[config.mk]
export PLATFORM = sky130hd
export DESIGN_NAME = sdram_stream_writer_flat
export DESIGN_NICKNAME = d
export VERILOG_FILES = /design/src/rtl/sdram_stream_writer_if.sv /design/src/rtl/sdram_stream_writer.sv /design/src/flat_wrapper.sv
export SDC_FILE = /design/constraint.sdc
export NUM_CORES = 1
export LEC_CHECK = 0
export CAP_MARGIN = 20
export CORE_ASPECT_RATIO = 2
export CORE_MARGIN = 2
export CORE_UTILIZATION = 45
export DETAILED_ROUTE_END_ITERATION = 8
export PLACE_DENSITY = 0.71
export SYNTH_ARGS = -nofsm -noshare
export SYNTH_HDL_FRONTEND = slang
export SYNTH_SLANG_ARGS = --single-unit
[constraint.sdc]
create_clock -name clk -period 3.9 [get_ports clk]
set_input_delay 0.585 -clock clk [delete_from_list [all_inputs] [get_ports clk]]
set_output_delay 0.585 -clock clk [all_outputs]
set_load 0.005 [all_outputs]
[src/rtl/sdram_stream_writer_if.sv]
// Byte-stream intake and toggle req/ack write channel of the SDRAM stream writer.
// The writer uses the master modport; the stream source and SDRAM controller use the slave modport.
interface sdram_stream_writer_if #(
    parameter int ADDR_BITS = 24
);
    logic                 s_valid;
    logic                 s_ready;
    logic [7:0]           s_data;
    logic                 mem_req;
    logic                 mem_ack;
    logic                 mem_we;
    logic [ADDR_BITS-1:0] mem_address;
    logic [15:0]          mem_data_write;

    modport master (
        input  s_valid, s_data, mem_ack,
        output s_ready, mem_req, mem_we, mem_address, mem_data_write
    );

    modport slave (
        output s_valid, s_data, mem_ack,
        input  s_ready, mem_req, mem_we, mem_address, mem_data_write
    );
endinterface

[src/rtl/sdram_stream_writer.sv]
// Packs a byte stream little-endian into 16-bit words and writes them to consecutive SDRAM
// word addresses over a toggle req/ack channel, with a pack word and a hold word in flight.
module sdram_stream_writer #(
    parameter int ADDR_BITS = 24
) (
    input  logic                   clk,
    input  logic                   rst_n,
    input  logic                   start,
    input  logic [ADDR_BITS-1:0]   start_addr,
    input  logic [ADDR_BITS:0]     byte_count,
    sdram_stream_writer_if.master  bus,
    output logic                   busy,
    output logic                   done
);

    localparam logic [ADDR_BITS-1:0] ADDR_ONE = {{(ADDR_BITS-1){1'b0}}, 1'b1};
    localparam logic [ADDR_BITS:0]   REM_ONE  = {{ADDR_BITS{1'b0}}, 1'b1};

    typedef enum logic [1:0] {
        ST_IDLE,
        ST_RUN,
        ST_DONE
    } state_t;

    state_t state;
    state_t state_next;

    logic [ADDR_BITS-1:0] addr;        // address of the word currently in the hold register
    logic [ADDR_BITS:0]   remaining;
    logic [15:0]          pack_data;
    logic                 pack_idx;
    logic                 pack_full;
    logic [15:0]          hold_data;
    logic                 hold_valid;
    logic                 issued;
    logic                 req_q;
    logic                 we_q;
    logic [ADDR_BITS-1:0] address_q;
    logic [15:0]          wdata_q;

    logic                 pending;
    logic                 write_done;
    logic                 hold_free;
    logic                 load_hold;
    logic                 issue_held;
    logic                 issue_next;
    logic                 accept;
    logic                 last_byte;
    logic [ADDR_BITS-1:0] addr_inc;

    assign pending    = req_q != bus.mem_ack;
    assign write_done = hold_valid && issued && !pending;
    assign hold_free  = !hold_valid || write_done;
    assign load_hold  = pack_full && hold_free;
    assign issue_held = hold_valid && !issued;
    // A word that completes while the previous write is acknowledged goes out on the same edge.
    assign issue_next = load_hold && write_done;
    assign last_byte  = remaining == REM_ONE;
    assign addr_inc   = addr + ADDR_ONE;

    assign bus.s_ready        = (state == ST_RUN) && !pack_full && (remaining != '0);
    assign accept             = bus.s_valid && bus.s_ready;
    assign bus.mem_req        = req_q;
    assign bus.mem_we         = we_q;
    assign bus.mem_address    = address_q;
    assign bus.mem_data_write = wdata_q;

    assign busy = state == ST_RUN;
    assign done = state == ST_DONE;

    always_ff @(posedge clk) begin
        if (!rst_n) state <= ST_IDLE;
        else        state <= state_next;
    end

    always_comb begin
        // NOTE: default assigned first so no branch leaves state_next unassigned and infers a latch.
        state_next = state;
        case (state)
            ST_IDLE: if (start) state_next = (byte_count == '0) ? ST_DONE : ST_RUN;
            ST_RUN:  if (remaining == '0 && !pack_full && hold_free) state_next = ST_DONE;
            ST_DONE: state_next = ST_IDLE;
            default: state_next = ST_IDLE;
        endcase
    end

    always_ff @(posedge clk) begin
        if (!rst_n) begin
            addr       <= '0;
            remaining  <= '0;
            pack_data  <= '0;
            pack_idx   <= 1'b0;
            pack_full  <= 1'b0;
            hold_data  <= '0;
            hold_valid <= 1'b0;
            issued     <= 1'b0;
            req_q      <= 1'b0;
            we_q       <= 1'b0;
            address_q  <= '0;
            wdata_q    <= '0;
        end else begin
            // NOTE: non-blocking assignments so every branch below reads pre-edge register values.
            if (state == ST_IDLE && start && byte_count != '0) begin
                addr      <= start_addr;
                remaining <= byte_count;
            end

            if (accept) begin
                remaining <= remaining - REM_ONE;
                if (!pack_idx) begin
                    pack_data <= {8'h00, bus.s_data};
                    if (last_byte) pack_full <= 1'b1;
                    else           pack_idx  <= 1'b1;
                end else begin
                    pack_data[15:8] <= bus.s_data;
                    pack_idx        <= 1'b0;
                    pack_full       <= 1'b1;
                end
            end

            if (load_hold) begin
                hold_data  <= pack_data;
                hold_valid <= 1'b1;
                pack_full  <= 1'b0;
            end

            if (write_done) begin
                addr <= addr_inc;
                if (!load_hold) begin
                    hold_valid <= 1'b0;
                    issued     <= 1'b0;
                    we_q       <= 1'b0;
                end
            end

            if (issue_held || issue_next) begin
                req_q     <= ~req_q;
                we_q      <= 1'b1;
                issued    <= 1'b1;
                address_q <= issue_held ? addr : addr_inc;
                wdata_q   <= issue_held ? hold_data : pack_data;
            end
        end
    end

endmodule
[src/flat_wrapper.sv]
// flat-port wrapper written by rule: the top's interface ports become plain ports
module sdram_stream_writer_flat 
#(
    parameter int ADDR_BITS = 24
)
  (clk, rst_n, start, start_addr, byte_count, busy, done, bus_s_valid, bus_s_data, bus_mem_ack, bus_s_ready, bus_mem_req, bus_mem_we, bus_mem_address, bus_mem_data_write);
  sdram_stream_writer_if #(.ADDR_BITS(ADDR_BITS)) bus_i ();
  input  logic clk;
  input  logic rst_n;
  input  logic start;
  input  logic [ADDR_BITS-1:0] start_addr;
  input  logic [ADDR_BITS:0] byte_count;
  output logic busy;
  output logic done;
  input wire logic [$bits(bus_i.s_valid)-1:0] bus_s_valid;
  input wire logic [$bits(bus_i.s_data)-1:0] bus_s_data;
  input wire logic [$bits(bus_i.mem_ack)-1:0] bus_mem_ack;
  output wire logic [$bits(bus_i.s_ready)-1:0] bus_s_ready;
  output wire logic [$bits(bus_i.mem_req)-1:0] bus_mem_req;
  output wire logic [$bits(bus_i.mem_we)-1:0] bus_mem_we;
  output wire logic [$bits(bus_i.mem_address)-1:0] bus_mem_address;
  output wire logic [$bits(bus_i.mem_data_write)-1:0] bus_mem_data_write;
  assign bus_i.s_valid = bus_s_valid;
  assign bus_i.s_data = bus_s_data;
  assign bus_i.mem_ack = bus_mem_ack;
  assign bus_s_ready = bus_i.s_ready;
  assign bus_mem_req = bus_i.mem_req;
  assign bus_mem_we = bus_i.mem_we;
  assign bus_mem_address = bus_i.mem_address;
  assign bus_mem_data_write = bus_i.mem_data_write;
  sdram_stream_writer #(.ADDR_BITS(ADDR_BITS)) u_core (.clk(clk), .rst_n(rst_n), .start(start), .start_addr(start_addr), .byte_count(byte_count), .bus(bus_i), .busy(busy), .done(done));
endmodule
# Word-level counts from Yosys, hierarchy flattened
# Cells that the tools add are included.
# totals
ff_bits,128
latchBits,0
mem_bits_rw,0
romBits,0
input_bits,62
out_inout_bits,45
elab_cells,78
mem_count,0
# op_classes
n_addsub,2
n_mul,0
div,0
order_cmp,0
n_eq_ne,7
shift,0
mux,21
bitwise,3
reduce_logical,32
# op_table
operator,count
24-bit two-way mux,3
25-bit zero test,2
25-bit two-way mux,2
25-bit nonzero test,2
25-bit by 1-bit equality test with 1-bit output (second input constant),1
25-bit by 1-bit subtractor with 25-bit output (second input constant),1
24-bit by 1-bit adder with 24-bit output (second input constant),1
16-bit two-way mux,1
1-bit logical AND,12
1-bit two-way mux,10
8-bit two-way mux,1
2-bit AND reduction,4
2-bit nonzero test,4
2-bit two-way mux,3
1-bit zero test,4
2-bit != test (second input constant),2
2-bit one-hot mux with 2 select lines,1
1-bit NOT,3
2-bit by 1-bit equality test with 1-bit output (second input constant),1
2-bit equality test (second input constant),1
2-bit zero test,1
1-bit logical OR,2
2-bit by 1-bit != test with 1-bit output (second input constant),1
2-bit OR reduction,1
1-bit != test,1

# Depth between registers and ports, before layout
# Gate-level depths: netlist of run 1.
# logic_depth
ltp_word,9
depth_mapped,10
mapped_depth_nobuf,7

# Worst setup path before layout of run 1
# OpenSTA, ideal clock, no wires.
# synth_timing
path_kind,register -> output
start,register u_core.remaining[0]
end,output bus_s_ready
arrival_time_ns,1.888
required_ns,3.315
setup_slack_ns,1.427
stages_incl_launch_ff,9
n_path_buf,2
path_cell_list,dfxtp_1 -> inv_1 -> ha_1 -> or4b_1 -> clkbuf_2 -> or3_1 -> buf_2 -> nor2_1 -> nor3b_1
# synth_via
elab_chain_len,2
# synth_rtl
element,line_no,source
"start, declared",sdram_stream_writer.sv:29,logic [ADDR_BITS:0] remaining;
"start signal, assigned",sdram_stream_writer.sv:105,remaining <= byte_count;
"start signal, assigned",sdram_stream_writer.sv:109,remaining <= remaining - REM_ONE;
25-bit nonzero test,sdram_stream_writer.sv:61,assign bus.s_ready = (state == ST_RUN) && !pack_full && (remaining != '0);
1-bit logical AND,sdram_stream_writer.sv:61,
"end, declared",flat_wrapper.sv:18,output wire logic [$bits(bus_i.s_ready)-1:0] bus_s_ready;
# Every way passes these cells.

# Worst setup path after layout of run 1
# Same ends and word-level chain as after synthesis.

==> results of run 1 <==
## critical path, stage by stage (launching register included)
cell and delay, ps:
dfxtp_1 320, inv_1 120, ha_1 240, or4b_1 580
or3_1 550, nor2_1 250, nor3b_1 100, clkdlybuf4s50_1 450
## routing by layer
layer | vias to the layer above | part of all wire
li1 | 3113 | -
met2 | 325 | 0.53
met1 | 3183 | 0.36
met4 | 0 | 0.048
met3 | 67 | 0.058
met5 | - | 0
## layout make-up
class,count,area (um2),share of cell area
Timing Repair Buffer,129,1230,0.155
Tap cell,155,194,0.0243
Inverter,11,41.3,0.00517
Sequential cell,128,2560,0.321
Clock inverter,15,173,0.0216
Clock buffer,17,425,0.0533
Multi-Input combinational cell,580,3350,0.420
## Yosys cell counts (all sizes together), types with 8 or more instances
cell type,count
a21oi,108
a222oi,9
a22oi,35
a31oi,13
and3,13
buf,8
clkbuf,56
dfxtp,128
inv,10
nand2,112
nand3,40
nand4,13
nor2,38
nor3,25
nor4,19
o211ai,9
o21ai,31
o22ai,9
xor2,8
## state kept, by name (all words and copies together) (netlist names)
name and count:
u_core.hold_valid 1, u_core.addr 24, u_core.bus.mem_data_write 16, u_core.state 2, u_core.bus.mem_we 1, u_core.pack_data 16, u_core.remaining 25, u_core.bus.mem_req 1
u_core.pack_idx 1, u_core.bus.mem_address 24, u_core.hold_data 16, u_core.pack_full 1
## kinds of logic (layout without fill, tap and decap cells)
| group | after synthesis | in the layout | share of synthesized area |
|---|---|---|---|
| compound gates | 264 | 264 | 0.273 |
| xor+xnor | 9 | 9 | 0.0127 |
| fa+ha+maj | 3 | 3 | 0.00606 |
| buf+inv | 75 | 172 | 0.0485 |
| flops | 128 | 128 | 0.413 |
| mux | 7 | 7 | 0.0113 |
| simple gates | 297 | 297 | 0.235 |
## worst paths after layout
| check | startpoint | endpoint | slack [ps] | cells after the start |
|---|---|---|---|---|
| worst max-delay path | u_core.remaining[0] | bus_s_ready | 280 | 7 |
| worst min-delay path | u_core.bus.mem_data_write[8] | u_core.bus.mem_data_write[8] | 450 | 2 |
| worst max register to register | u_core.remaining[0] | u_core.pack_full | 980 | 8 |
| worst min register to register | u_core.bus.mem_data_write[8] | u_core.bus.mem_data_write[8] | 450 | 2 |
## power by group through the flow
stage          clock (mW)  sequential, mW  combinational [mW]
2_1_floorplan           0            1.42               0.258
3_3_place_gp            0            1.44               0.403
3_5_place_dp            0            1.44               0.412
4_1_cts              1.65            1.41               0.415
5_1_grt              1.71            1.43               0.454
6_report             1.63            1.42               0.421
## cell usage in the layout, fill, tap and decap left out, types with 7 or more instances in the layout
| master | instances |
|---|---|
| dfxtp_1 | 128 |
| nand2_1 | 112 |
| a21oi_1 | 107 |
| clkdlybuf4s50_1 | 106 |
| nand3_1 | 40 |
| nor2_1 | 37 |
| a22oi_1 | 35 |
| o21ai_0 | 29 |
| nor3_1 | 24 |
| buf_4 | 23 |
| nor4_1 | 17 |
| clkbuf_16 | 17 |
| nand4_1 | 13 |
| and3_1 | 13 |
| a31oi_1 | 13 |
| inv_1 | 10 |
| o22ai_1 | 9 |
| a222oi_1 | 9 |
| o211ai_1 | 9 |
| xor2_1 | 8 |
| or3_1 | 7 |
| mux2i_1 | 7 |
| a32oi_1 | 7 |
## through the flow
| stage | worst slack (ps) | area, um2 | hold WS [ps] |
|---|---|---|---|
| after floorplan | 1430 | 6200 | 436 |
| after global placement | 852 | 7380 | 442 |
| after detailed placement | 746 | 7380 | 446 |
| after CTS | 281 | 7980 | 457 |
| after global routing | 107 | 7980 | 474 |
| final | 283 | 7980 | 455 |
==> metrics.csv, run 1 <==
stage;metric;value;unit
pwr;power.switching;0.979;mW
pwr;power_frac_seq;0.409;
sta;setup_viol_count_final;0;
cts;cts-root-buf;clkbuf_16;
pwr;vdd_ir_drop_max;0.328;mV
cts;post_cts_buffers;0;
global_routing;grtUsageTotal;0.276;
placed_design;dp_hpwl;14.0;mm
routing;route.detailed.drc;0;
die;boundaryPins;107;
critical_path;path_max_fanout;8;
routing;wl_per_cell;19.6;um
pwr;p_comb_frac;0.121;
sta;fmax;276;MHz
die;die_area;14800;um2
sta;finClkSkew;10.3;ps
final_layout;nets;932;
synthesis;synth.distinct_cells;61;
final_layout;layout-drive-gt1-share;0.0773;
routing;ant_nets;0;
sta;rsz0062_at_grt;false;
global_routing;grt_pass1_wl;32.3;mm
routing;vias;6688;
sta;worst_slew_pin_slew;848;ps
die;initial_utilization;0.461;
global_routing;grt_overflow;0;
cts;cts_hold_buf;0;
critical_path;crit_type;reg -> out;
global_routing;antenna_found_initial;0;
die;rows;60;
cts;cts-resized-gates;0;
pwr;powerDensity;435;nW/um2
pwr;p_clk_frac;0.470;
global_routing;grt_max_degree;64;
synthesis;synth_top_cell_area_share;0.413;
global_routing;grtUsageMet1;0.298;
die;die_h;170;um
die;floorplan.die.width;87.0;um
critical_path;required;3310;ps
critical_path;end_kind;output pin;
placed_design;placed_cells;1003;
final_layout;diodes;0;
synthesis;synth_area_leader_cell;dfxtp_1;
routing;dr.pass1.iters;6;
pwr;switching_share;0.282;
routing;drt-initial-drc-count;485;
global_routing;grt_pass1_vias;6571;
critical_path;crit_arrival;3030;ps
synthesis;synth_nets;848;
synthesis;synth_edf_count;0;
cts;clk_pin_slew_worst_paths;60;ps
placed_design;portBuffers;106;
pwr;fin_total_pwr;3.47;mW
cts;clock_latency;430;ps
global_routing;use_met3;0.0509;
final_layout;final_cell_count_no_fill;1035;
routing;totalWireLength;20.3;mm
flow_run;drv_cap;0;
sta;fin_setup_tns;0;ps
cts;clock_sinks;128;
sta;relSlewSlack;0.430;
run_status;status;completed;
synthesis;synthCells;783;
cts;clockBufferDepth;2;
synthesis;yosys_register_bits;128;
cts;htree_levels;4;
pwr;leakagePower;2.68;nW
sta;finalCritPeriodShare;0.927;
final_layout;fill_cells;1219;
synthesis;synth_area_leaders;dfxtp_1, a21oi_1, nand2_1, a22oi_1, clkbuf_1;
sta;final_max_slew_viol_count;0;
sta;fin_crit;3620;ps
synthesis;async_reset_ff_frac;0;
critical_path;start_kind;flip-flop;
worst_hold_path;hp-class;reg -> reg;
synthesis;ys.flop_type;dfxtp_1;
routing;avgViaCountPerCell;6.46;
final_layout;area_delta_synth_final;28.8;%
pwr;p_int;2.49;mW
cts;cts_buffers;17;
die;core;13400;um2
synthesis;yosysSeqAreaShare;0.413;
synthesis;yosys_warnings;0;
synthesis;syn_area_per_cell;7.91;um2
global_routing;busiest_layer;met2;
sta;hold_violations;0;
global_routing;global_route.usage.met2;0.482;
placed_design;gp_congestion;0.943;
cts;tritoncts;done;
final_layout;final_util;0.594;
synthesis;syn-cell-area;6200;um2
(Power assumes the default switching activity.)
==> inputs of run 2 (changes only) <==
Clock period 3.9 ns to 4.45 ns, I/O delays scaled along.
==> metrics.csv, run 2 (same netlist as run 1, synthesis figures left out) <==
stage;metric;value;unit
run_status;status;completed;
routing;vias;6612;
critical_path;crit_arrival;2960;ps
critical_path;path_cells;inv_1 -> ha_1 -> or4b_1 -> or3_1 -> nor2_1 -> nor3b_1 -> clkdlybuf4s50_1;
cts;htree_levels;4;
cts;post_cts_buffers;0;
final_layout;ff_latch_area;2560;um2
cts;cts_hold_buf;0;
critical_path;worst-path-stages;7;
critical_path;reg2reg_to;u_core.remaining[4];
die;boundaryPins;107;
cts;cts-resized-gates;0;
routing;dr.pass1.iters;6;
die;rows;60;
final_layout;multiInputGateArea;3350;um2
cts;cts_buffers;17;
routing;route.detailed.drc;0;
placed_design;post-place-ws;1270;ps
critical_path;r2r_slack;1380;ps
final_layout;largest_reg_flops;25;
routing;avgViaCountPerCell;6.41;
routing;drt-initial-drc-count;556;
global_routing;grt_overflow;0;
cts;cts-root-buf;clkbuf_16;
critical_path;path_delay_family;simple AND/OR/NAND/NOR gates;
final_layout;final_common_cell;dfxtp_1;
sta;fmax;276;MHz
sta;hold_violations;0;
pwr;powerDensity;374;nW/um2
critical_path;reg2reg_depth;7;
sta;final_max_slew_viol_count;0;
pwr;vdd_ir_drop_max;0.281;mV
global_routing;grt_pass1_vias;6504;
die;core;13400;um2
critical_path;crit_type;reg -> out;
sta;finalCritPeriodShare;0.816;
sta;relSlewSlack;0.316;
global_routing;grtUsageTotal;0.279;
cts;clockBufferDepth;2;
placed_design;gp_congestion;0.955;
critical_path;critical-path-max-stage-delay;580;ps
die;floorplan.die.width;87.0;um
sta;finClkSkew;12.0;ps
placed_design;portBuffers;106;
routing;totalWireLength;20.4;mm
final_layout;area_delta_synth_final;28.1;%
final_layout;nets;929;
cts;tritoncts;done;
die;die_h;170;um
final_layout;final_cell_mix;dfxtp_1, nand2_1, a21oi_1;
sta;setup_viol_count_final;0;
sta;worst_slew_pin_slew;1020;ps
critical_path;path_max_fanout;8;
critical_path;end_kind;output pin;
final_layout;layout-drive-gt1-share;0.0741;
final_layout;fill_cells;1218;
final_layout;top_register;u_core.remaining;
global_routing;grt_max_degree;56;
cts;clk_pin_slew_worst_paths;60;ps
final_layout;diodes;0;
sta;rsz0062_at_grt;false;
sta;fin_crit;3630;ps
placed_design;dp_hpwl;14.5;mm
sta;fin_setup_tns;0;ps
die;initial_utilization;0.461;
critical_path;reg2reg_from;u_core.remaining[0];
critical_path;endpoint;bus_s_ready;
sta;finalWorstSetupSlack;821;ps
global_routing;antenna_found_initial;0;
worst_hold_path;hp-class;reg -> reg;
cts;clock_latency;420;ps
routing;wl_per_cell;19.8;um
critical_path;required;3780;ps
flow_run;drv_cap;0;
critical_path;start_kind;flip-flop;
critical_path;crit_path_top_delay_cell;or4b_1;
pwr;leakagePower;2.66;nW
die;die_area;14800;um2
critical_path;worst-path-buf-inv;2;
routing;ant_nets;0;
critical_path;crit_start;u_core.remaining[0];
cts;clock_sinks;128;
global_routing;grt_pass1_wl;32.4;mm
[run 2: changes by cell type in the layout (fill, tap and decap cells not counted)]
cell,previous run,this run
buf_4,23,20
clkinv_2,1,2
inv_6,6,5
bufinv_16,2,1
clkinvlp_4,2,1
clkinv_4,2,4
[run 2: report_power, final]
| group | total (mW) | leakage (nW) | switching (mW) | internal [mW] |
|---|---|---|---|---|
| clock network | 1.36 | 0.283 | 0.573 | 0.785 |
| logic | 0.365 | 1.34 | 0.213 | 0.152 |
| registers | 1.24 | 1.04 | 0.0551 | 1.19 |
[run 2: how the worst min path moves through the flow]
| stage | from | endpoint | slack (ps) | cells past startpoint |
|---|---|---|---|---|
| after floorplan | u_core.hold_data[0] | u_core.hold_data[0] | 440 | 2 |
| after global placement | u_core.hold_data[12] | u_core.hold_data[12] | 440 | 2 |
| after detailed placement | u_core.hold_data[11] | u_core.hold_data[11] | 450 | 2 |
| after CTS | u_core.hold_data[11] | u_core.hold_data[11] | 450 | 2 |
| after global routing | u_core.bus.mem_data_write[14] | u_core.bus.mem_data_write[14] | 470 | 2 |
| final | u_core.bus.mem_data_write[3] | u_core.bus.mem_data_write[3] | 450 | 2 |
[run 2: layout make-up]
class                   count  share of cell area
multi-input cells         580               0.423
flip-flops and latches    128               0.323
repair buffers            126               0.153
clock buffers              17              0.0536
well taps                 155              0.0244
clock inverters            15              0.0188
inverters                  11             0.00520
[run 2: stage by stage]
step | instances | hold slack (ps) | total power [mW] | utilization | instance area (um2)
2_1_floorplan | 783 | 436 | 1.47 | - | 6200
3_3_place_gp | 1000 | 441 | 1.62 | 0.548 | 7360
3_5_place_dp | 1000 | 446 | 1.63 | 0.548 | 7360
4_1_cts | 1032 | 454 | 2.97 | 0.591 | 7940
5_1_grt | 1032 | 469 | 3.07 | 0.591 | 7940
6_report | 1032 | 454 | 2.97 | 0.591 | 7940
[run 2: worst min-delay path, cell delays in order (launching register included)]
cell and delay, ps:
dfxtp_1 310, nand2_1 50, a21oi_1 50
[run 2: metal layers]
metal | global-route usage | up-vias | share of wire
li1 | - | 3109 | -
met1 | 0.300 | 3114 | 0.36
met2 | 0.495 | 316 | 0.53
met3 | 0.0441 | 73 | 0.054
met4 | 0.169 | 0 | 0.053
met5 | 0 | - | 0
